File: src/rtl/vol_arb_pkg.sv
// Shared types and defaults for the volume arbiter.
// Phase states, default sizing and a width helper used by the arbiter and its round-robin pickers.
package vol_arb_pkg;

    typedef enum logic [1:0] {
        FILL       = 2'd0,
        FULL_HOLD  = 2'd1,
        DRAIN      = 2'd2,
        EMPTY_HOLD = 2'd3
    } state_t;

    localparam int unsigned DEF_N_REQ    = 4;
    localparam int unsigned DEF_CAP      = 750;
    localparam int unsigned DEF_CBITS    = 10;
    localparam int unsigned DEF_IDLE_MAX = 15;

    // Index width that stays at least one bit wide for tiny requester counts.
    function automatic int unsigned clog2_min1(input int unsigned n);
        return (n < 2) ? 1 : $clog2(n);
    endfunction

endpackage

File: src/rtl/vol_arbiter_rr_pick.sv
// Combinational round-robin picker: first asserted request at or above i_ptr, wrapping modulo N.
// Produces a one-hot grant, a valid flag and the winning index.
module rr_pick
    import vol_arb_pkg::*;
#(
    parameter int unsigned N = 4,
    localparam int unsigned IW = clog2_min1(N)
) (
    input  logic [N-1:0]  i_req,
    input  logic [IW-1:0] i_ptr,
    output logic [N-1:0]  o_gnt,
    output logic          o_valid,
    output logic [IW-1:0] o_idx
);

    int unsigned w_j;

    always_comb begin
        o_gnt   = '0;
        o_valid = 1'b0;
        o_idx   = '0;
        w_j     = 0;
        for (int unsigned k = 0; k < N; k++) begin
            w_j = (int'(i_ptr) + k) % N;
            if (!o_valid && i_req[w_j]) begin
                o_valid    = 1'b1;
                o_idx      = IW'(w_j);
                o_gnt[w_j] = 1'b1;
            end
        end
    end

endmodule

File: src/rtl/vol_arbiter.sv
// Shares one bounded volume counter between load and store requesters, alternating FILL and DRAIN
// phases with round-robin grants, an idle timeout to force a phase switch, and a pulse per fill.
module vol_arbiter
    import vol_arb_pkg::*;
#(
    parameter int unsigned N_REQ    = DEF_N_REQ,
    parameter int unsigned CAP      = DEF_CAP,
    parameter int unsigned CBITS    = DEF_CBITS,
    parameter int unsigned IDLE_MAX = DEF_IDLE_MAX
) (
    input  logic             clk,
    input  logic             rst,
    input  logic [N_REQ-1:0] ld_req,
    input  logic [N_REQ-1:0] st_req,
    output logic [N_REQ-1:0] ld_gnt,
    output logic [N_REQ-1:0] st_gnt,
    output logic [CBITS-1:0] vol,
    output logic             full,
    output logic             empty,
    output logic             sig
);

    localparam int unsigned IW    = clog2_min1(N_REQ);
    localparam int unsigned IBITS = $clog2(IDLE_MAX + 1);
    localparam logic [CBITS-1:0] L_CAP  = CBITS'(CAP);
    localparam logic [IBITS-1:0] L_IMAX = IBITS'(IDLE_MAX);
    localparam logic [IW-1:0]    L_LAST = IW'(N_REQ - 1);

    state_t             r_state, w_state_nx;
    logic [CBITS-1:0]   r_vol, w_vol_nx;
    logic [N_REQ-1:0]   r_ld_gnt, w_ld_gnt_nx;
    logic [N_REQ-1:0]   r_st_gnt, w_st_gnt_nx;
    logic               r_sig, w_sig_nx;
    logic [IW-1:0]      r_ld_ptr, w_ld_ptr_nx;
    logic [IW-1:0]      r_st_ptr, w_st_ptr_nx;
    logic [IBITS-1:0]   r_idle, w_idle_nx, w_idle_inc;

    logic [N_REQ-1:0]   w_ld_pick, w_st_pick;
    logic               w_ld_valid, w_st_valid;
    logic [IW-1:0]      w_ld_idx, w_st_idx;

    rr_pick #(.N(N_REQ)) u_ld_pick (
        .i_req   (ld_req),
        .i_ptr   (r_ld_ptr),
        .o_gnt   (w_ld_pick),
        .o_valid (w_ld_valid),
        .o_idx   (w_ld_idx)
    );

    rr_pick #(.N(N_REQ)) u_st_pick (
        .i_req   (st_req),
        .i_ptr   (r_st_ptr),
        .o_gnt   (w_st_pick),
        .o_valid (w_st_valid),
        .o_idx   (w_st_idx)
    );

    assign w_idle_inc = (r_idle >= L_IMAX) ? L_IMAX : r_idle + IBITS'(1);

    always_comb begin
        w_state_nx  = r_state;
        w_vol_nx    = r_vol;
        w_ld_gnt_nx = '0;
        w_st_gnt_nx = '0;
        w_ld_ptr_nx = r_ld_ptr;
        w_st_ptr_nx = r_st_ptr;
        w_idle_nx   = r_idle;
        // The pulse is emitted on the edge that leaves FULL_HOLD, so it lands one cycle after vol hits CAP.
        w_sig_nx    = (r_state == FULL_HOLD);
        case (r_state)
            FILL: begin
                if (r_vol == L_CAP) begin
                    w_state_nx = FULL_HOLD;
                    w_idle_nx  = '0;
                end else if (w_ld_valid) begin
                    w_ld_gnt_nx = w_ld_pick;
                    w_vol_nx    = r_vol + CBITS'(1);
                    w_ld_ptr_nx = (w_ld_idx == L_LAST) ? '0 : w_ld_idx + IW'(1);
                    w_idle_nx   = '0;
                    if (r_vol + CBITS'(1) == L_CAP) w_state_nx = FULL_HOLD;
                end else begin
                    w_idle_nx = w_idle_inc;
                    if (w_idle_inc == L_IMAX && r_vol != '0) begin
                        w_state_nx = DRAIN;
                        w_idle_nx  = '0;
                    end
                end
            end
            FULL_HOLD: begin
                w_state_nx = DRAIN;
                w_idle_nx  = '0;
            end
            DRAIN: begin
                if (r_vol == '0) begin
                    w_state_nx = EMPTY_HOLD;
                    w_idle_nx  = '0;
                end else if (w_st_valid) begin
                    w_st_gnt_nx = w_st_pick;
                    w_vol_nx    = r_vol - CBITS'(1);
                    w_st_ptr_nx = (w_st_idx == L_LAST) ? '0 : w_st_idx + IW'(1);
                    w_idle_nx   = '0;
                    if (r_vol == CBITS'(1)) w_state_nx = EMPTY_HOLD;
                end else begin
                    w_idle_nx = w_idle_inc;
                    if (w_idle_inc == L_IMAX && r_vol != L_CAP) begin
                        w_state_nx = FILL;
                        w_idle_nx  = '0;
                    end
                end
            end
            EMPTY_HOLD: begin
                w_state_nx = FILL;
                w_idle_nx  = '0;
            end
            default: begin
                w_state_nx = FILL;
                w_idle_nx  = '0;
            end
        endcase
    end

    always_ff @(posedge clk or negedge rst) begin
        if (!rst) begin
            r_state  <= FILL;
            r_vol    <= '0;
            r_ld_gnt <= '0;
            r_st_gnt <= '0;
            r_sig    <= 1'b0;
            r_ld_ptr <= '0;
            r_st_ptr <= '0;
            r_idle   <= '0;
        end else begin
            r_state  <= w_state_nx;
            r_vol    <= w_vol_nx;
            r_ld_gnt <= w_ld_gnt_nx;
            r_st_gnt <= w_st_gnt_nx;
            r_sig    <= w_sig_nx;
            r_ld_ptr <= w_ld_ptr_nx;
            r_st_ptr <= w_st_ptr_nx;
            r_idle   <= w_idle_nx;
        end
    end

    assign ld_gnt = r_ld_gnt;
    assign st_gnt = r_st_gnt;
    assign vol    = r_vol;
    assign sig    = r_sig;
    assign full   = (r_vol == L_CAP);
    assign empty  = (r_vol == '0);

endmodule

File: config.mk
export PLATFORM = sky130hd
export DESIGN_NAME = vol_arbiter
export DESIGN_NICKNAME = d
export VERILOG_FILES = /design/src/rtl/vol_arb_pkg.sv /design/src/rtl/vol_arbiter_rr_pick.sv /design/src/rtl/vol_arbiter.sv
export SDC_FILE = /design/constraint.sdc
export NUM_CORES = 1
export LEC_CHECK = 0
export ABC_AREA = 1
export ABC_CLOCK_PERIOD_IN_PS = 2000
export CAP_MARGIN = 15
export CORE_AREA = 2 2 76 78
export CTS_CLUSTER_DIAMETER = 200
export DETAILED_ROUTE_END_ITERATION = 16
export DIE_AREA = 0 0 78 80
export PLACE_DENSITY = 0.88
export SLEW_MARGIN = 20
export SYNTH_ARGS = -nofsm -noshare
export SYNTH_HDL_FRONTEND = slang
export SYNTH_SLANG_ARGS = --single-unit
export TNS_END_PERCENT = 20
File: constraint.sdc
create_clock -name clk -period 2 [get_ports clk]
set_input_delay 0.6 -clock clk [delete_from_list [all_inputs] [get_ports clk]]
set_output_delay 0.6 -clock clk [all_outputs]
set_load 0.02 [all_outputs]
; ---- Word-level counts from Yosys, hierarchy flattened
; Cells that the tools add are included.
[word_totals]
register_bits = 29
latch_bits = 0
ramBits = 0
rom_bits = 0
input_bits = 10
n_memories = 0
[classes]
add_sub_neg = 11
n_mul = 0
div = 0
magnitude_cmp = 17
eq_ne = 18
shift = 0
n_mux = 86
bitwise_logic = 8
n_reduce_logical = 31
[op_table]
columns = op, count
row1 = two-way mux 4 bit, 21
row2 = two-way mux 10 bit, 4
row3 = two-way mux 2 bit, 18
row4 = < comparator 2 x 3 -> 1 bit (second input constant), 8
row5 = two-way mux 1 bit, 24
row6 = OR 4 bit, 6
row7 = == test 10 bit (second input constant), 2
row8 = one-hot mux 10 bit (2 select lines), 1
row9 = binary-select mux 1 bit (select 2 bit), 8
row10 = demux 1 bit (select 2 bit), 8
row11 = >= comparator 2 x 1 -> 1 bit (second input constant), 8
row12 = logical AND 1 bit, 16
row13 = one-hot mux 4 bit (3 select lines), 1
row14 = adder 10 x 1 -> 10 bit (second input constant), 1
row15 = == test 10 x 1 -> 1 bit (second input constant), 1
row16 = logical NOT 10 bit, 1
row17 = inequality test 10 bit (second input constant), 1
row18 = nonzero test 10 bit, 1
row19 = subtractor 10 x 1 -> 10 bit (second input constant), 1
row20 = adder 2 x 1 -> 2 bit (second input constant), 4
row21 = adder 2 bit (second input constant), 4
row22 = == test 2 bit (second input constant), 4
row23 = inequality test 4 x 3 -> 1 bit (second input constant), 2
row24 = inequality test 4 bit (second input constant), 2
row25 = other kinds (15), 24

; ---- Longest topological paths before layout
; Gate-level depths: netlist of run 1.
[logic_depth]
ltp_word = 15
ltp_mapped = 15

; ---- Modules after synthesis
; Synthesis of run 1 repeated with hierarchy kept, for this count alone.
[unflattened]
cells_unflattened = 392
hier_area_um2 = 2771.4
[modules_own_cells]
columns = module, n_inst, cells_each, area_each_um2, seq_area_each_um2
row1 = vol_arbiter, 1, 244, 1890.6, 725.7
row2 = rr_pick, 2, 74, 440.4, 0.0

; ---- Least setup slack after synthesis of run 1
; No wires, ideal clock.
[synth_timing]
kind = flip-flop to flip-flop
from = register r_vol[1], in the netlist vol[1]
to = register r_vol[1], in the netlist vol[1]
setup_time_ns = 0.120
t_arrival_ns = 1.939
required_time_ns = 1.880
path_slack_ns = -0.059
stages_incl_launch_ff = 13
period_less_slack_ns = 2.059
cell_sequence = dfrtp_1 -> inv_1 -> ha_1 -> nand3_2 -> nor2_2 -> nand2_1 -> nor2_2 -> nor2_2 -> nand2_2 -> nand2_4 -> buf_6 -> nand2_1 -> o21ai_2
[synth_lines]
columns = element, line_no
row1 = from (decl), vol_arbiter.sv:30  ; logic [CBITS-1:0] r_vol, w_vol_nx;
row2 = from (signal assigned), vol_arbiter.sv:134  ; r_vol <= w_vol_nx;
row3 = logical NOT 10 bit, -
row4 = named net empty, vol_arbiter.sv:19  ; output logic empty,
row5 = inequality test 2 bit (no line), -
row6 = AND reduction 5 bit (no line), -
; The timed path passes the listed nets, and every way through them passes these cells. The select of a mux whose other input is x is not followed.
; A chain may end at the register's enable or synchronous reset.

; ---- Worst setup path after layout of run 1
[layout_timing]
from = register r_vol[0], in the netlist vol[0]
to = output port empty
[layout_via]
elab_chain_len = 1
[layout_rtl]
columns = element, line_no
row1 = logical NOT 10 bit, vol_arbiter.sv:149  ; assign empty = (r_vol == '0);
row2 = to (decl), vol_arbiter.sv:19
; No other way between the ends.

==> flow_metrics.tcl, run 1 <==
set metrics [dict create \
    fmax_ghz 0.472 \
    drive_gt1_share_pct 31.0 \
    layout_commonest_cell "nand2_1" \
    max_slew_margin_pct 74.5 \
    antenna_cells 0 \
    final.period_utilization_pct 106 \
    cts.sinks 29 \
    path_cells "inv_2, ha_4, nand3_4, nor2_4, nand2_2, nor2_4, buf_6" \
    ys_warn_count 0 \
    skew_ns 0.00997 \
    cp_slowest_cell "dfrtp_1" \
    netlist_area_sq_um 2730 \
    place_ws_ns -0.303 \
    wl_um 8840 \
    vias 3336 \
    netlist_instances 423 \
    cp_top_family "flip-flops" \
    yosys.area.top_type "dfrtp_1" \
    r2r.worst_path.cells 12 \
    cp-end-kind "output pin" \
    grt_pass1_wl_um 12900 \
    clockBufferDepth 2 \
    worstHoldEndpoint "r_idle[0]" \
    dieArea_sq_um 6240 \
    irDropWorstVdd_mv 0.992 \
    setup-tns-final_ns -0.288 \
    synth_nets 453 \
    ys_types 35 \
    crit_required_ns 1.40 \
    path_max_fanout 3 \
    root_buffer "clkbuf_8" \
    rsz0062_at_grt "yes" \
    regToRegSetupSlack_ns -0.07 \
    place_inst 578 \
    viasPerCell 5.58 \
    grt_pass1_vias 2931 \
    drt_pre_antenna_iters 7 \
    yosys-top-cells-area "dfrtp_1 (27%), nand2_1 (18%), ha_1 (9.2%), inv_1 (8.5%), nand3_1 (6.4%)" \
    fp.dieW_um 78 \
    violations "setup timing" \
    wl_per_cell_um 14.8 \
    die_h_um 80 \
    hold_class "register to register" \
    avgSynthCellArea_sq_um 6.46 \
    tightest_slew_ns 0.383 \
    ys_ff_latch 29 \
    leakagePower_nw 2.14 \
    status "complete, but fails checks" \
    antenna_found_initial 0 \
    fin_ws_ns -0.120 \
    antenna_left 0 \
    drt_iter0_drc 476 \
    start_util_pct 50.5 \
    yosysSeqAreaShare_pct 26.6 \
    finalMaxSlewViolations 0 \
    hold_start "r_idle[0]" \
    grt_max_degree 30 \
    worstHoldPathCells 1 \
    finalPower_mw 7.06 \
    numPortBuffers 30 \
    cts-buffers-inserted 5 \
    nNetsFinal 555 \
    start_kind "register" \
    clkTransAtPathRegs_ns 0.07 \
    track_usage_pct 25.5 \
    htreeDepth 2 \
    powerDensity_nw_per_um2 1800 \
    ioPinCount 31 \
    setup-violations-final 4 \
    path_class "register to output pin" \
    hold_viol_final 0 \
    drcViolationCount 0 \
    fp-row-count 27 \
    area_growth_pct 43.7 \
    crit_buf_inv 2 \
    utilization_pct 72.6 \
    gr-total-overflow 0 \
    period_needed_ns 2.12 \
    coreArea_sq_um 5410 \
    dpl.hpwl_um 5170 \
    fin_cells 598 \
    r2r-start "vol[0]" \
    cp_common_cell "nor2_4" \
    max_stage_delay_ns 0.41 \
    cts_tree "yes" \
    layout_common_cells "nand2_1 (120), buf_4 (70), inv_1 (55)" \
    crit_arrival_ns 1.52 \
    maxCapViolCount 0 \
    globalplace.congestion 0.885 \
    clkLatencyLatePin_ns 0.29 \
    synth_top_area_share_pct 26.6 \
    reg2reg_to "r_state[0]" \
]
==> flip-flops by register name (all words and copies together) (netlist names), named ones only <==
register	cells
r_st_ptr	1
sig	1
ld_gnt	4
r_idle	4
r_ld_ptr	1
vol	10
st_gnt	4
r_state	2
==> worst reg2reg max path, stage by stage, from the launching register on <==
cell     delay [ns]
dfrtp_1        0.39
buf_4          0.18
ha_4           0.17
inv_1          0.05
o21ai_2        0.19
nand3_1        0.12
nor2_1         0.22
nand3_1        0.18
nor2_2         0.17
nor2_1         0.06
nor2_1         0.12
nand2_1        0.06
nor2_1         0.09
==> cell usage after synthesis <==
master / count
a21boi_0: 1
a21oi_1: 18
a22oi_1: 1
buf_2: 1
buf_4: 2
buf_6: 1
clkbuf_1: 1
dfrtp_1: 29
ha_1: 20
inv_1: 62
inv_2: 8
nand2_1: 129
nand2_2: 9
nand2_4: 3
nand3_1: 35
nand3_2: 4
nand3b_1: 2
nand4_1: 6
nand4_4: 1
nor2_1: 37
nor2_2: 5
nor2_4: 2
nor3_1: 4
o2111ai_1: 1
o211ai_1: 1
o21a_1: 1
o21ai_0: 22
o21ai_1: 1
o21ai_2: 7
o221ai_1: 1
o22ai_1: 1
o22ai_2: 1
o31ai_1: 1
or2_1: 1
xor2_1: 4
==> worst max-delay path by stage <==
stage | startpoint | end | slack, ns | cells past startpoint
floorplan | vol[1] | vol[1] | 0.02 | 12
global placement | vol[0] | empty | -0.26 | 7
CTS | vol[0] | empty | -0.09 | 7
global route | vol[0] | empty | -0.17 | 7
finish | vol[0] | empty | -0.12 | 7
detailed placement | vol[0] | empty | -0.30 | 7
==> per-layer routing <==
layer	vias up	GRT usage, %	share of wire, %
met1	1539	30.3	38
li1	1535	-	-
met2	204	45.7	49
met4	0	9.82	4.1
met5	-	0	0
met3	58	4.41	8.9
==> area by class of cell <==
| cell class | instances | area (sq um) |
|---|---|---|
| flip-flops and latches | 29 | 727 |
| multi-input cells | 319 | 1920 |
| well taps | 72 | 90.1 |
| inverters | 70 | 263 |
| clock buffers | 6 | 72.6 |
| repair buffers | 100 | 846 |
| fillers | 372 | 1480 |
| clock inverters | 2 | 10.0 |
==> cells by family (layout without fill, tap and decap cells) <==
group	after synthesis	in the layout	synth area share [%]
buf+inv	75	178	10.9
compound gates	57	57	12.5
flops	29	29	26.6
fa+ha+maj	20	20	9.16
simple gates	238	238	39.6
xor+xnor	4	4	1.28
==> repair_timing <==
action                     CTS  global route
gates resized for setup     28            60
setup buffers                4             8
hold buffers                 0             0
pin swaps                    7            23
setup endpoints to repair   11            32
==> where the power goes <==
group          switching, mW  internal [mW]  total (mW)
registers              0.137          0.788       0.925
clock network          0.249          0.241       0.490
logic                   3.34           2.30        5.64
total                   3.73           3.33        7.06
==> through the flow <==
stage               cell area [sq um]  hold WS [ns]
CTS                              3660         0.543
finish                           3920         0.542
floorplan                        2740         0.304
global route                     3920         0.583
global placement                 3530         0.518
detailed placement               3530         0.528
Power figures use the tool's default switching activity.
==> inputs of run 2 (changes only) <==
- ABC_AREA: 1 -> unset
- CORE_AREA: 2 2 76 78 -> 2 2 73 75
- DIE_AREA: 0 0 78 80 -> 0 0 75 77
- PLACE_DENSITY: 0.88 -> 0.81
- SLEW_MARGIN: 20 -> 25
==> run 2 against run 1 <==
  * The flow still finishes with violations (setup timing)
  * Fmax is 2.8% lower
  * Core utilization is 3.0 points lower
  * Wire length is 30% lower
  * Largest cell class unchanged
  * Highest routed layer unchanged
==> flow_metrics.tcl, run 2 <==
set metrics [dict create \
    fin_ws_ns -0.180 \
    ioPinCount 31 \
    cts-buffers-inserted 5 \
    place_inst 419 \
    post_cts_buffers 0 \
    drcViolationCount 0 \
    maxCapViolCount 0 \
    fp.dieW_um 75 \
    yosys.area.top_type "dfrtp_1" \
    leakagePower_nw 1.56 \
    antenna_cells 0 \
    synthMostInstantiatedCell "nor2_1" \
    clockBufferDepth 2 \
    final_cell_area_sq_um 3460 \
    synth_nets 303 \
    hold_start "r_idle[0]" \
    drt_pre_antenna_iters 6 \
    clkTransAtPathRegs_ns 0.06 \
    skew_ns 0.00764 \
    largest_register_ffs 10 \
    gr-total-overflow 0 \
    status "complete, but fails checks" \
    layout_commonest_cell "buf_4" \
    dpl.hpwl_um 4540 \
    avgSynthCellArea_sq_um 8.90 \
    start_util_pct 48.8 \
    clkLatencyLatePin_ns 0.28 \
    dieArea_sq_um 5780 \
    layout_common_cells "buf_4 (68), nor2_1 (32), dfrtp_1 (26)" \
    cts_tree "yes" \
    nNetsFinal 386 \
    vias 2408 \
    synth_common_cells "nor2_1 (32), dfrtp_1 (29), ha_1 (20)" \
    fmax_ghz 0.459 \
    ys_async_sr_fraction_pct 100 \
    start_kind "register" \
    rsz0062_at_grt "yes" \
    root_buffer "clkbuf_8" \
    synthFlopType "dfrtp_1" \
    netlist_instances 273 \
    nFillCells 378 \
    tightest_slew_ns 0.439 \
    final.period_utilization_pct 109 \
    wl_per_cell_um 14.6 \
    viasPerCell 5.64 \
    antenna_found_initial 0 \
    grt_pass1_vias 2274 \
    worstHoldPathCells 1 \
    antenna_left 0 \
    netlist_area_sq_um 2430 \
    ys_warn_count 0 \
    grt_pass1_wl_um 9850 \
    die_h_um 77 \
    area_growth_pct 42.5 \
    grt_max_degree 30 \
    htreeDepth 2 \
    place_ws_ns -0.702 \
    finalMaxSlewViolations 0 \
    crit_required_ns 2.16 \
    globalplace.congestion 0.838 \
    max_slew_margin_pct 70.5 \
    cts.sinks 29 \
    irDropWorstVdd_mv 1.08 \
    numPortBuffers 30 \
    cp-end-kind "register" \
    setup-violations-final 22 \
    ys_ff_latch 29 \
    hold_viol_final 0 \
    path_class "register to register" \
    synth_top_area_share_pct 29.9 \
    fin_cells 427 \
    yosys-top-cells-area "dfrtp_1 (30%), ha_1 (10%), nor2_1 (4.9%), mux4_2 (3.7%), a221oi_1 (3.2%)" \
    fp-row-count 26 \
    r2r.worst_path.cells 8 \
    period_needed_ns 2.18 \
    coreArea_sq_um 4980 \
    drive_gt1_share_pct 33.6 \
    synth_edf_count 0 \
    crit_arrival_ns 2.34 \
    ys_types 59 \
    powerDensity_nw_per_um2 1680 \
    yosysSeqAreaShare_pct 29.9 \
    wl_um 6220 \
    violations "setup timing" \
    path_max_fanout 6 \
    placed_area_sq_um 3250 \
    hold_class "register to register" \
    drt_iter0_drc 262 \
    track_usage_pct 21.4 \
]
-- run 2: cell count changes after synthesis, moves of 10 or more --
cell,before,now
nand2_1,129,16
inv_1,62,11
nand3_1,35,6
clkbuf_1,1,14
o21ai_0,22,11
nor3_1,4,14
-- run 2: metrics by stage --
step | TNS [ns] | util (%) | power [mW] | hold WS [ns]
floorplan | -8.09 | - | 3.55 | 0.304
global placement | -14.60 | 65.3 | 4.77 | 0.514
detailed placement | -16.30 | 65.3 | 4.90 | 0.518
CTS | -2.43 | 68.6 | 5.68 | 0.526
global route | -3.93 | 69.6 | 6.22 | 0.552
finish | -1.88 | 69.6 | 5.82 | 0.525
-- run 2: kinds of logic after synthesis --
logic type | share of synthesized area, %
AND/OR/NAND/NOR | 23.1
buffers and inverters | 5.15
AO/OA/AOI/OAI | 17.7
adder cells (fa/ha/maj) | 10.3
XOR/XNOR | 5.05
flip-flops | 29.9
multiplexers | 8.86
-- run 2: path summary, 6_finish.rpt --
path / end / slack [ns]
hold reg to reg: r_idle[0] / 0.53
max in group asynchronous: asynchronous set/reset pin / 1.01
hold / removal: r_idle[0] / 0.53
setup / recovery: vol[8] / -0.18
min in group asynchronous: st_gnt[0] / 0.70
setup reg to reg: vol[8] / -0.18
-- run 2: final cells by class --
cell class	instances	area (sq um)	share of cell area, %
clock buffers	7	86.3	2.49
clock inverters	1	30.0	0.867
well taps	70	87.6	2.53
repair buffers	95	776	22.4
multi-input cells	214	1710	49.3
flip-flops and latches	29	729	21.1
inverters	11	46.3	1.34
-- run 2: report_power, final --
group | switching [mW] | total [mW] | internal, mW
Clock | 0.214 | 0.619 | 0.405
Combinational | 2.23 | 4.23 | 2.00
Sequential | 0.142 | 0.966 | 0.824
-- run 2: what timing repair did --
item	in CTS	in global routing
endpoints found under the setup margin	34	34
hold buffers	0	0
resized for setup	40	18
pin swaps	8	4
-- run 2: critical path: stages (launching register included) --
cell	delay, ns
dfrtp_2	0.40
inv_4	0.05
ha_4	0.28
mux4_2	0.56
nor4_4	0.17
or4_4	0.18
and2_4	0.22
nor2_4	0.04
xor2_1	0.16
-- run 2: per-layer routing --
metal / wire (um) / global-route usage, % / share of wire (%) / up-vias
li1: - / - / - / 1161
met3: 266 / 4.47 / 4.3 / 10
met1: 2550 / 24.7 / 41 / 1164
met5: 0 / 0 / 0 / -
met4: 78 / 4.82 / 1.3 / 0
met2: 3330 / 39.1 / 53 / 73
==> inputs of run 3 (changes only) <==
- REMOVE_ABC_BUFFERS: unset -> 1
==> run 3 against run 2 <==
  * The flow still finishes with violations (setup timing)
  * Core utilization down 0.10 points
  * Combinational power up 4%
  * Sequential cell count unchanged
  * Critical endpoint is now vol[3]
  * Highest routed layer unchanged
==> flow_metrics.tcl, run 3 (synthesis results as in run 2) <==
set metrics [dict create \
    vias 2443 \
    area_growth_pct 42.3 \
    start_util_pct 48.8 \
    viasPerCell 5.69 \
    rsz0062_at_grt "yes" \
    violations "setup timing" \
    dpl.hpwl_um 4450 \
    period_needed_ns 2.28 \
    cts_hold_buf 0 \
    top_usage_layer "met2" \
    leakagePower_nw 1.52 \
    gr-usage-met2_pct 36.8 \
    cp-end-kind "register" \
    antenna_left 0 \
    numPortBuffers 30 \
    powerDensity_nw_per_um2 1690 \
    drt_iter0_drc 131 \
    max_stage_delay_ns 0.51 \
    fin_cells 429 \
    grt_max_degree 30 \
    coreArea_sq_um 4980 \
    crit_required_ns 2.16 \
    fmax_ghz 0.439 \
    ioPinCount 31 \
    fin_ws_ns -0.277 \
    clkLatencyLatePin_ns 0.28 \
    cts-buffers-inserted 5 \
    clkTransAtPathRegs_ns 0.06 \
    drt_pre_antenna_iters 4 \
    globalplace.congestion 0.864 \
    hold_viol_final 0 \
    drcViolationCount 0 \
    cp_slowest_cell "mux4_2" \
    fp.dieW_um 75 \
    place_inst 415 \
    status "complete, but fails checks" \
    maxCapViolCount 0 \
    fp-row-count 26 \
    finalMaxSlewViolations 0 \
    antenna_cells 0 \
    grt_pass1_vias 2278 \
    placed_area_sq_um 3190 \
    path_cells "dlygate4sd2_1, buf_4, mux4_2, nor4_4, or4_4, and2_4, nor2_2, xor2_1" \
    die_h_um 77 \
    setup-tns-final_ns -4.25 \
    met3_usage_pct 4.20 \
    regToRegSetupSlack_ns -0.24 \
    max_slew_margin_pct 69.1 \
    setup-violations-final 27 \
    path_max_fanout 6 \
    skew_ns 0.00289 \
    wl_per_cell_um 15.3 \
    tightest_slew_ns 0.460 \
    layout_common_cells "buf_4 (65), nor2_1 (31), dfrtp_1 (29)" \
    crit_arrival_ns 2.44 \
    grt_pass1_wl_um 10100 \
    wl_um 6560 \
    htreeDepth 2 \
    clockBufferDepth 2 \
    hold_class "register to register" \
    gr-total-overflow 0 \
    final_cell_area_sq_um 3460 \
    cts_tree "yes" \
    path_class "primary input to register" \
    largest_register_ffs 10 \
    layout_commonest_cell "buf_4" \
    nNetsFinal 388 \
    track_usage_pct 22.1 \
    irDropWorstVdd_mv 0.980 \
    final.period_utilization_pct 114 \
    antenna_found_initial 0 \
    start_kind "primary input" \
    drive_gt1_share_pct 35.4 \
    root_buffer "clkbuf_8" \
    dieArea_sq_um 5780 \
    cts.sinks 29 \
    grt.met1_usage_pct 28.6 \
]
run 3: final timing paths:
kind	to	start	depth (start not counted)
worst min register to register	r_idle[0]	r_idle[0]	1
worst min-delay path	r_idle[0]	r_idle[0]	1
max in group asynchronous	ld_gnt[1]	rst	2
worst max-delay path	vol[3]	ld_req[1]	8
min in group asynchronous	vol[9]	rst	2
worst max register to register	vol[3]	register	9
run 3: power breakdown:
part	switching (mW)	leakage, nW	internal, mW
Combinational	2.31	1.12	2.09
Sequential	0.165	0.368	0.819
Clock	0.211	0.0395	0.246
Total	2.69	1.52	3.15
run 3: metrics by stage:
stage / power [mW] / setup WS (ns) / utilization [%] / hold slack [ns]
final: 5.84 / -0.277 / 69.5 / 0.522
after global routing: 6.22 / -0.312 / 69.5 / 0.564
after CTS: 5.52 / -0.288 / 67.8 / 0.524
after detailed placement: 4.80 / -0.763 / 64.1 / 0.520
after global placement: 4.66 / -0.712 / 64.1 / 0.509
after floorplan: 3.24 / -0.881 / - / 0.304
run 3: layer usage:
layer,vias to the layer above,part of all wire (%)
met5,-,0
met3,11,3.9
met4,0,1.2
met1,1185,43
met2,70,52
li1,1177,-
run 3: repair_timing:
action,in CTS,in global routing
setup endpoints to repair,36,32
buffers inserted,3,3
resized for setup,54,23
pin swaps,5,5
run 3: final cells by class:
cell class                 instances  area (sq um)
multi-input combinational        214          1740
fill                             382          1520
timing repair buffer              97           788
sequential                        29           726
tap                               70          87.6
clock buffer                       8          80.1
inverter                          11          41.3
run 3: critical path: cells and delay by family:
family	cells	cell delay, ns
mux	1	0.51
xor+xnor	1	0.14
buf+inv	2	0.41
simple gates	4	0.78
